[config.mk]
export PLATFORM = sky130hd
export DESIGN_NAME = write_back
export DESIGN_NICKNAME = d
export VERILOG_FILES = /design/src/rtl/iitb_pkg.sv /design/src/rtl/write_back.sv
export SDC_FILE = /design/constraint.sdc
export NUM_CORES = 1
export LEC_CHECK = 0
export CAP_MARGIN = 20
export CORE_ASPECT_RATIO = 1.5
export CORE_MARGIN = 4
export CORE_UTILIZATION = 48
export CTS_CLUSTER_SIZE = 24
export DETAILED_ROUTE_END_ITERATION = 16
export PLACE_DENSITY_LB_ADDON = 0.1
export SLEW_MARGIN = 20
export SYNTH_ARGS = -nofsm -noshare
export SYNTH_HDL_FRONTEND = slang
export SYNTH_SLANG_ARGS = --single-unit
export TNS_END_PERCENT = 20
[constraint.sdc]
create_clock -name clk -period 7.34 [get_ports clk]
set_input_delay 1.468 -clock clk [delete_from_list [all_inputs] [get_ports clk]]
set_output_delay 1.468 -clock clk [all_outputs]
set_load 0.005 [all_outputs]
[src/rtl/iitb_pkg.sv]
// ============================================================================
// iitb_pkg : shared bundle layout and write-back FSM encoding for IITB-RISC.
// Rev 1.0
// ============================================================================
`default_nettype none

package iitb_pkg;

  localparam int BUNDLE_W     = 41;
  localparam int RESULT_LSB   = 0;
  localparam int RESULT_MSB   = 15;
  localparam int RD_LSB       = 16;
  localparam int RD_MSB       = 18;
  localparam int REG_WE_BIT   = 19;
  localparam int SPARE_BIT    = 20;
  localparam int BR_TAKEN_BIT = 21;
  localparam int OPCODE_LSB   = 22;
  localparam int OPCODE_MSB   = 25;
  localparam int TARGET_LSB   = 26;
  localparam int TARGET_MSB   = 40;

  localparam logic [2:0] PC_REG = 3'd7;

  typedef enum logic [0:0] {
    ST_RUN    = 1'b0,
    ST_SQUASH = 1'b1
  } wb_state_e;

  // Branch targets are 15 bits wide; the PC is zero-extended to 16.
  function automatic logic [15:0] branch_pc(input logic [BUNDLE_W-1:0] b);
    return {1'b0, b[TARGET_MSB:TARGET_LSB]};
  endfunction

endpackage

`default_nettype wire

[src/rtl/write_back.sv]
// ============================================================================
// write_back : final IITB-RISC stage; commits results, redirects the PC and
//              squashes a fixed window of wrong-path bundles after a redirect.
// Rev 1.0
// ============================================================================
`default_nettype none

module write_back
  import iitb_pkg::*;
#(
  parameter int FLUSH_CYC = 3,
  parameter int CNT_W     = 32
) (
  input  logic                clk,
  input  logic                rst,
  input  logic                in_valid,
  output logic                in_ready,
  input  logic [BUNDLE_W-1:0] instr_in,
  input  logic                freeze,
  output logic                wr_en,
  output logic [2:0]          wr_addr,
  output logic [15:0]         wr_data,
  output logic                pc_wr,
  output logic [15:0]         pc_next,
  output logic                flush,
  output logic                fwd_valid,
  output logic [2:0]          fwd_addr,
  output logic [15:0]         fwd_data,
  output logic [CNT_W-1:0]    retired_count,
  output logic [CNT_W-1:0]    squashed_count
);

  localparam int              SQ_W    = $clog2(FLUSH_CYC + 1);
  localparam logic [SQ_W-1:0] SQ_LOAD = SQ_W'(FLUSH_CYC);
  localparam logic [CNT_W-1:0] CNT_MAX = {CNT_W{1'b1}};

  wb_state_e         state_q, state_d;
  logic [SQ_W-1:0]   sq_cnt_q, sq_cnt_d;
  logic              wr_en_q, wr_en_d;
  logic [2:0]        wr_addr_q, wr_addr_d;
  logic [15:0]       wr_data_q, wr_data_d;
  logic              pc_wr_q, pc_wr_d;
  logic [15:0]       pc_next_q, pc_next_d;
  logic              flush_q, flush_d;
  logic [CNT_W-1:0]  retired_count_q, retired_count_d;
  logic [CNT_W-1:0]  squashed_count_q, squashed_count_d;

  logic              accept;
  logic              redirect;
  logic [2:0]        rd;
  logic              reg_we;
  logic              br_taken;
  logic [15:0]       result;
  logic              unused_bundle_bits;

  assign in_ready = ~freeze & ~rst;
  assign accept   = in_valid & in_ready;
  assign rd       = instr_in[RD_MSB:RD_LSB];
  assign reg_we   = instr_in[REG_WE_BIT];
  assign br_taken = instr_in[BR_TAKEN_BIT];
  assign result   = instr_in[RESULT_MSB:RESULT_LSB];
  assign unused_bundle_bits = ^{instr_in[SPARE_BIT], instr_in[OPCODE_MSB:OPCODE_LSB]};

  always_comb begin
    state_d          = state_q;
    sq_cnt_d         = sq_cnt_q;
    wr_en_d          = 1'b0;
    wr_addr_d        = '0;
    wr_data_d        = '0;
    pc_wr_d          = 1'b0;
    pc_next_d        = '0;
    redirect         = 1'b0;
    retired_count_d  = retired_count_q;
    squashed_count_d = squashed_count_q;

    case (state_q)
      ST_RUN: begin
        if (accept) begin
          if (retired_count_q != CNT_MAX) begin
            retired_count_d = retired_count_q + CNT_W'(1);
          end
          // A write to R7 is itself the redirect and overrides branch_taken.
          if (reg_we && rd == PC_REG) begin
            pc_wr_d   = 1'b1;
            pc_next_d = result;
            redirect  = 1'b1;
          end else begin
            if (reg_we) begin
              wr_en_d   = 1'b1;
              wr_addr_d = rd;
              wr_data_d = result;
            end
            if (br_taken) begin
              pc_wr_d   = 1'b1;
              pc_next_d = branch_pc(instr_in);
              redirect  = 1'b1;
            end
          end
          if (redirect) begin
            state_d  = ST_SQUASH;
            sq_cnt_d = SQ_LOAD;
          end
        end
      end
      ST_SQUASH: begin
        // The window only advances on accepted bundles, so freeze stalls it.
        if (accept) begin
          if (squashed_count_q != CNT_MAX) begin
            squashed_count_d = squashed_count_q + CNT_W'(1);
          end
          sq_cnt_d = sq_cnt_q - SQ_W'(1);
          if (sq_cnt_q == SQ_W'(1)) begin
            state_d = ST_RUN;
          end
        end
      end
      default: begin
        state_d = ST_RUN;
      end
    endcase

    flush_d = (state_d == ST_SQUASH);
  end

  always_ff @(posedge clk) begin
    if (rst) begin
      state_q          <= ST_RUN;
      sq_cnt_q         <= '0;
      wr_en_q          <= 1'b0;
      wr_addr_q        <= '0;
      wr_data_q        <= '0;
      pc_wr_q          <= 1'b0;
      pc_next_q        <= '0;
      flush_q          <= 1'b0;
      retired_count_q  <= '0;
      squashed_count_q <= '0;
    end else begin
      state_q          <= state_d;
      sq_cnt_q         <= sq_cnt_d;
      wr_en_q          <= wr_en_d;
      wr_addr_q        <= wr_addr_d;
      wr_data_q        <= wr_data_d;
      pc_wr_q          <= pc_wr_d;
      pc_next_q        <= pc_next_d;
      flush_q          <= flush_d;
      retired_count_q  <= retired_count_d;
      squashed_count_q <= squashed_count_d;
    end
  end

  assign wr_en          = wr_en_q;
  assign wr_addr        = wr_addr_q;
  assign wr_data        = wr_data_q;
  assign pc_wr          = pc_wr_q;
  assign pc_next        = pc_next_q;
  assign flush          = flush_q;
  assign fwd_valid      = wr_en_q;
  assign fwd_addr       = wr_addr_q;
  assign fwd_data       = wr_data_q;
  assign retired_count  = retired_count_q;
  assign squashed_count = squashed_count_q;

endmodule

`default_nettype wire

==> metrics.csv, run 1 <==
stage;metric;value;unit
worst_hold_path;hold crit path type;flop to flop;
place;DP Wirelength;9160;um
worst_setup_path;startpoint types;input port;
route;drt via density;5.73;
power_and_ir_drop;Net Sw Frac;20.3;%
cells_and_area;# diodes;0;
route;Total Wirelength;12300;um
place;gpl congestion;0.851;
timing;max-slew violation count;0;
yosys;synthesized flop and latch total;104;
place;# port buffers;162;
yosys;top-area cell type share of the netlist area;45.0;%
power_and_ir_drop;Comb power frac;4.6;%
worst_setup_path;Crit path largest cell delay;0.74;ns
clocking;TritonCTS buffer count;9;
power_and_ir_drop;Leakage Power;2.20;nW
yosys;Mapped Cells;519;
clocking;clock buffer depth;2;
worst_setup_path;cells along the critical path;buf_2 -> buf_4 -> nand4bb_1 -> nor3b_2 -> o21ai_0 -> or4_1 -> a21oi_1;
route;Routed wire per std cell;16.1;um
power_and_ir_drop;Reg power frac;49.9;%
cells_and_area;Finished Layout Cells;765;
cells_and_area;share of layout cells above drive strength 1;6.58;%
route;First-pass DRT Iterations;4;
worst_setup_path;CP delay by family, top;simple AND/OR/NAND/NOR gates;
yosys;library cells used by synthesis;48;
die;Core Box Area;9310;um2
power_and_ir_drop;Pint;0.909;mW
clocking;# resized after CTS;0;
grt;largest net degree at the start of global routing;71;
timing;Slew headroom;32.3;%
yosys;Post-synth top cells;dfxtp_1, nand2_1, a21oi_1;
timing;Clock Skew;0.00794;ns
power_and_ir_drop;worst vdd ir;0.158;mV
cells_and_area;Nets;696;
run;max cap viols;0;
die;Die Ht;128;um
worst_setup_path;Setup CP Type;input port to flop;
grt;vias in the first global route;4040;
timing;Fmax achieved;228;MHz
power_and_ir_drop;power density over the cells;176;nW/um2
route;via count;4383;
clocking;clock latency on the worst-skew pair;0.34;ns
yosys;Yosys top cell by area;dfxtp_1;
timing;Final setup viols;0;
die;die area;11300;um2
grt;first-pass GRT wire length;19500;um
die;Initial Util;49.7;%
timing;Final period util;59.8;%
yosys;Syn. warnings;0;
grt;initial antenna violation count;0;
clocking;H-tree depth;3;
grt;total gr overflow;0;
timing;RSZ-0062 raised after global routing;false;
yosys;Cell Area, Synth;4620;um2
clocking;CTS root buf;clkbuf_16;
yosys;ys async rst share;0;%
worst_setup_path;Buf/Inv on CP;2;
timing;minimum clock period;4.39;ns
route;initial drt markers;216;
clocking;hold buffers post-CTS;0;
grt;GRT Util Overall;21.6;%
route;Routed Antenna Nets;0;
worst_setup_path;Setup crit end kind;flop;
run_status;outcome;completed;
die;row count;43;
yosys;post-synthesis sequential area ratio;45.0;%
worst_setup_path;Worst Path Arrival;4.66;ns
yosys;Post-synth EDFFs;0;
die;Die Wd;88.1;um
yosys;Avg Inst Size Synth;8.91;um2
yosys;Syn Nets;567;
route;residual DRC count;0;
worst_setup_path;WP data required;7.61;ns
timing;sum of negative setup slack;0;ns
timing;Slew @ Worst Pin;1.00;ns
die;I/O pins;168;
power_and_ir_drop;clock share of power;45.5;%
power_and_ir_drop;Net Sw Power;0.232;mW
timing;Final Hold Fails;0;
yosys;Synth Flop Type;dfxtp_1;
yosys;most frequently used cell type in the post-synthesis netlist;dfxtp_1;
yosys;synth top area cells;dfxtp_1, or4_1, a21oi_1, nand2_1, buf_4;
clocking;CTS tree;yes;
clocking;TritonCTS Sinks;104;
clocking;Post-CTS Setup Inserts;0;
worst_setup_path;CP max-delay cell;nand4bb_1;
place;Placed Cells;748;
cells_and_area;area delta synth->final;40.4;%
worst_setup_path;CP Max Fanout;70;
clocking;Worst-path clk slew;0.07;ns
[flip-flops by register name, indices dropped and copies added, names as in the netlist]
register / count
fwd_valid: 1
squashed_count: 32
pc_next: 16
sq_cnt_q: 2
flush: 1
pc_wr: 1
fwd_data: 16
retired_count: 32
fwd_addr: 3
[tightest hold or removal path: stages (launching register included)]
cell and delay [ns]:
dfxtp_1 0.30, inv_1 0.07, a211oi_1 0.07
[cell families after synthesis]
logic type      count (synthesis)  synth area share, %
buf+inv                        54                 6.23
mux                             8                 1.95
compound gates                118                 17.2
simple gates                  227                 27.8
flops                         104                 45.0
fa+ha+maj                       3                0.812
xor+xnor                        5                0.947
[stage by stage]
step	setup slack (ns)	util, %	area (um2)	hold WS (ns)	total power, mW
floorplan	3.52	-	4620	0.440	0.601
global placement	2.73	66.0	6150	0.458	0.635
detailed placement	2.66	66.1	6150	0.471	0.636
CTS	2.97	69.6	6480	0.484	1.15
global route	2.69	69.7	6490	0.516	1.18
finish	2.95	69.7	6490	0.484	1.14
[path summary, 6_finish.rpt]
path                                  from                         endpoint  slack (ns)  cells after the start
hold reg to reg   sq_cnt_q[1]$_SDFFE_PP0P_         sq_cnt_q[1]$_SDFFE_PP0P_        0.48                      2
setup / recovery                       rst  squashed_count[29]$_SDFFE_PP0P_        2.95                      7
hold / removal    sq_cnt_q[1]$_SDFFE_PP0P_         sq_cnt_q[1]$_SDFFE_PP0P_        0.48                      2
setup reg to reg          flush$_SDFF_PP0_  squashed_count[29]$_SDFFE_PP0P_        4.28                      5
[power by group through the flow]
stage,registers [mW],clock network (mW),logic [mW]
2_1_floorplan,0.583,0,0.0175
3_3_place_gp,0.583,0,0.0517
3_5_place_dp,0.583,0,0.0526
4_1_cts,0.570,0.530,0.0529
5_1_grt,0.570,0.553,0.0568
6_report,0.570,0.519,0.0523
[layout by cell type, fill, tap and decap left out, types with 2 or more instances in the layout]
cell type and instances:
and3_1 12, buf_4 3, clkbuf_16 9, or3_4 2, o41ai_1 8, nor2_1 28
a211oi_1 2, o21ai_0 20, a21oi_1 33, nor3_1 6, nand3_1 22, nand4_1 19
dfxtp_1 104, a22o_1 15, or2_2 6, nor2b_1 7, inv_1 6, o211ai_1 7
o31ai_1 15, nand2_1 42, or3_1 17, o311ai_0 9, nor4_1 5, or4_1 23
buf_2 2, ha_1 3, mux2_2 8, and2_1 22, clkdlybuf4s50_1 161, and4_1 5
bufinv_16 2, o21a_1 2, xor2_1 5
[layer usage]
layer  share of wire, %  GRT usage (%)  up-vias  wire length (um)
met5                  0              0        -                 0
met4                2.0           8.45        0               252
met3                5.8           3.99       16               718
met2                 52           37.7      137              6470
met1                 40           25.7     2053              4880
li1                   -              -     2177                 -
[area by class of cell]
cell class                      count  area [um2]
Multi-Input combinational cell    361        2270
Inverter                            6        22.5
Clock inverter                      6        90.1
Fill cell                         740        2820
Sequential cell                   104        2080
Timing Repair Buffer              166        1640
Tap cell                          112         140
Clock buffer                       10         239
Power figures use the tool's default switching activity.
==> inputs of run 2 (changes only) <==
--- a/config.mk
+++ b/config.mk
@@ -8,7 +8,7 @@
 export CAP_MARGIN = 20
 export CORE_ASPECT_RATIO = 1.5
 export CORE_MARGIN = 4
-export CORE_UTILIZATION = 48
+export CORE_UTILIZATION = 45
 export CTS_CLUSTER_SIZE = 24
 export DETAILED_ROUTE_END_ITERATION = 16
 export PLACE_DENSITY_LB_ADDON = 0.1
==> constraint.sdc (replaced) <==
create_clock -name clk -period 4.3 [get_ports clk]
set_input_delay 0.86 -clock clk [delete_from_list [all_inputs] [get_ports clk]]
set_output_delay 0.86 -clock clk [all_outputs]
set_load 0.005 [all_outputs]
==> run 2 against run 1 <==
Compared with the run above:
- setup slack lost 1.9 ns
- via count rose by 0.71%
- sequential power increased by 71%
- routed wire length up 3.0%
- global-route usage shrank 0.60 points
==> metrics.csv, run 2 (synthesis results as in run 1) <==
stage;metric;value;unit
run_status;outcome;completed;
worst_setup_path;Setup CP Type;input port to flop;
route;drt via density;5.71;
clocking;CTS tree;yes;
worst_setup_path;Setup crit end kind;flop;
timing;RSZ-0062 raised after global routing;false;
power_and_ir_drop;Leakage Power;2.19;nW
route;Routed Antenna Nets;0;
place;DP Wirelength;9500;um
timing;max-slew violation count;0;
power_and_ir_drop;power density over the cells;293;nW/um2
grt;GRT Util Overall;21.0;%
clocking;clock buffer depth;2;
cells_and_area;final core utilization;64.4;%
clocking;clock latency on the worst-skew pair;0.34;ns
cells_and_area;most common cell after layout, fill and taps aside;clkdlybuf4s50_1;
worst_setup_path;reg2reg end;retired_count[29]$_SDFFE_PP0P_;
clocking;Worst-path clk slew;0.07;ns
worst_setup_path;Worst R2R Setup Slack;1.68;ns
timing;Final setup viols;0;
timing;Final period util;75.6;%
cells_and_area;multi-input logic area;2260;um2
die;Core Box Area;10100;um2
place;gpl congestion;0.813;
die;Die Wd;90.8;um
route;First-pass DRT Iterations;4;
worst_hold_path;hold crit path type;flop to flop;
die;I/O pins;168;
grt;largest net degree at the start of global routing;43;
die;row count;45;
cells_and_area;most frequent cells in the layout;clkdlybuf4s50_1, dfxtp_1, nand2_1;
die;Initial Util;45.9;%
clocking;hold buffers post-CTS;0;
worst_setup_path;Worst Path Arrival;3.52;ns
clocking;Post-CTS Setup Inserts;0;
timing;Fmax achieved;308;MHz
route;residual DRC count;0;
clocking;TritonCTS buffer count;9;
run;max cap viols;0;
route;initial drt markers;181;
cells_and_area;Seq. cell area;2080;um2
route;Routed wire per std cell;16.4;um
timing;Slew headroom;50.0;%
cells_and_area;Nets;699;
worst_setup_path;startpoint types;input port;
die;Die Ht;132;um
timing;Slew @ Worst Pin;0.749;ns
worst_setup_path;worst setup path end;retired_count[29]$_SDFFE_PP0P_;
worst_setup_path;FF-to-FF path depth;5;
worst_setup_path;CP Max Fanout;17;
clocking;H-tree depth;3;
grt;initial antenna violation count;0;
worst_setup_path;Setup crit start;freeze;
grt;first-pass GRT wire length;20800;um
cells_and_area;share of layout cells above drive strength 1;6.71;%
worst_setup_path;WP data required;4.57;ns
grt;vias in the first global route;4187;
clocking;CTS root buf;clkbuf_16;
timing;minimum clock period;3.25;ns
grt;total gr overflow;0;
clocking;# resized after CTS;0;
worst_setup_path;reg2reg start;flush$_SDFF_PP0_;
power_and_ir_drop;worst vdd ir;0.241;mV
timing;Clock Skew;0.00952;ns
clocking;TritonCTS Sinks;104;
place;# port buffers;162;
route;Total Wirelength;12700;um
timing;sum of negative setup slack;0;ns
die;die area;12000;um2
cells_and_area;# diodes;0;
cells_and_area;area delta synth->final;40.4;%
cells_and_area;FILL cells;843;
route;via count;4414;
timing;Final Hold Fails;0;
==> run 2: power breakdown <==
group          switching [mW]  total [mW]  internal [mW]
logic                  0.0366      0.0918         0.0553
registers             0.00362       0.973          0.970
clock network           0.350       0.834          0.485
==> run 2: area by class of cell <==
| type | count | area share [%] |
|---|---|---|
| clock buffers | 12 | 3.95 |
| clock inverters | 4 | 0.810 |
| inverters | 6 | 0.347 |
| multi-input cells | 361 | 34.8 |
| flip-flops and latches | 104 | 32.1 |
| well taps | 117 | 2.26 |
| repair buffers | 169 | 25.7 |
==> run 2: how the worst min path moves through the flow <==
stage / start / endpoint / slack (ns) / depth (start not counted)
floorplan: sq_cnt_q[1]$_SDFFE_PP0P_ / sq_cnt_q[1]$_SDFFE_PP0P_ / 0.44 / 2
global placement: sq_cnt_q[1]$_SDFFE_PP0P_ / sq_cnt_q[1]$_SDFFE_PP0P_ / 0.45 / 2
detailed placement: sq_cnt_q[1]$_SDFFE_PP0P_ / sq_cnt_q[1]$_SDFFE_PP0P_ / 0.47 / 2
CTS: sq_cnt_q[1]$_SDFFE_PP0P_ / sq_cnt_q[1]$_SDFFE_PP0P_ / 0.48 / 2
global route: sq_cnt_q[1]$_SDFFE_PP0P_ / sq_cnt_q[1]$_SDFFE_PP0P_ / 0.51 / 2
finish: sq_cnt_q[1]$_SDFFE_PP0P_ / sq_cnt_q[1]$_SDFFE_PP0P_ / 0.48 / 2
==> run 2: metrics by stage <==
step / instance area, um2 / power [mW] / worst slack [ns] / cells / hold WS (ns)
floorplan: 4620 / 1.03 / 1.33 / 519 / 0.440
global placement: 6180 / 1.09 / 0.654 / 757 / 0.452
detailed placement: 6180 / 1.09 / 0.588 / 757 / 0.466
CTS: 6490 / 1.92 / 0.942 / 773 / 0.481
global route: 6490 / 1.97 / 0.894 / 773 / 0.515
finish: 6490 / 1.90 / 1.05 / 773 / 0.478
==> run 2: layer usage <==
metal / GRT usage, % / vias to the layer above / share of wire [%]
li1: - / 2185 / -
met1: 23.9 / 2087 / 40
met2: 39.1 / 131 / 54
met3: 3.88 / 11 / 4.4
met4: 6.47 / 0 / 1.1
met5: 0 / - / 0
==> run 2: critical path: stages <==
cell	delay, ns
clkdlybuf4s50_1	0.46
or4b_1	0.70
or3_4	0.54
or3_4	0.40
or4_1	0.40
a21oi_1	0.15
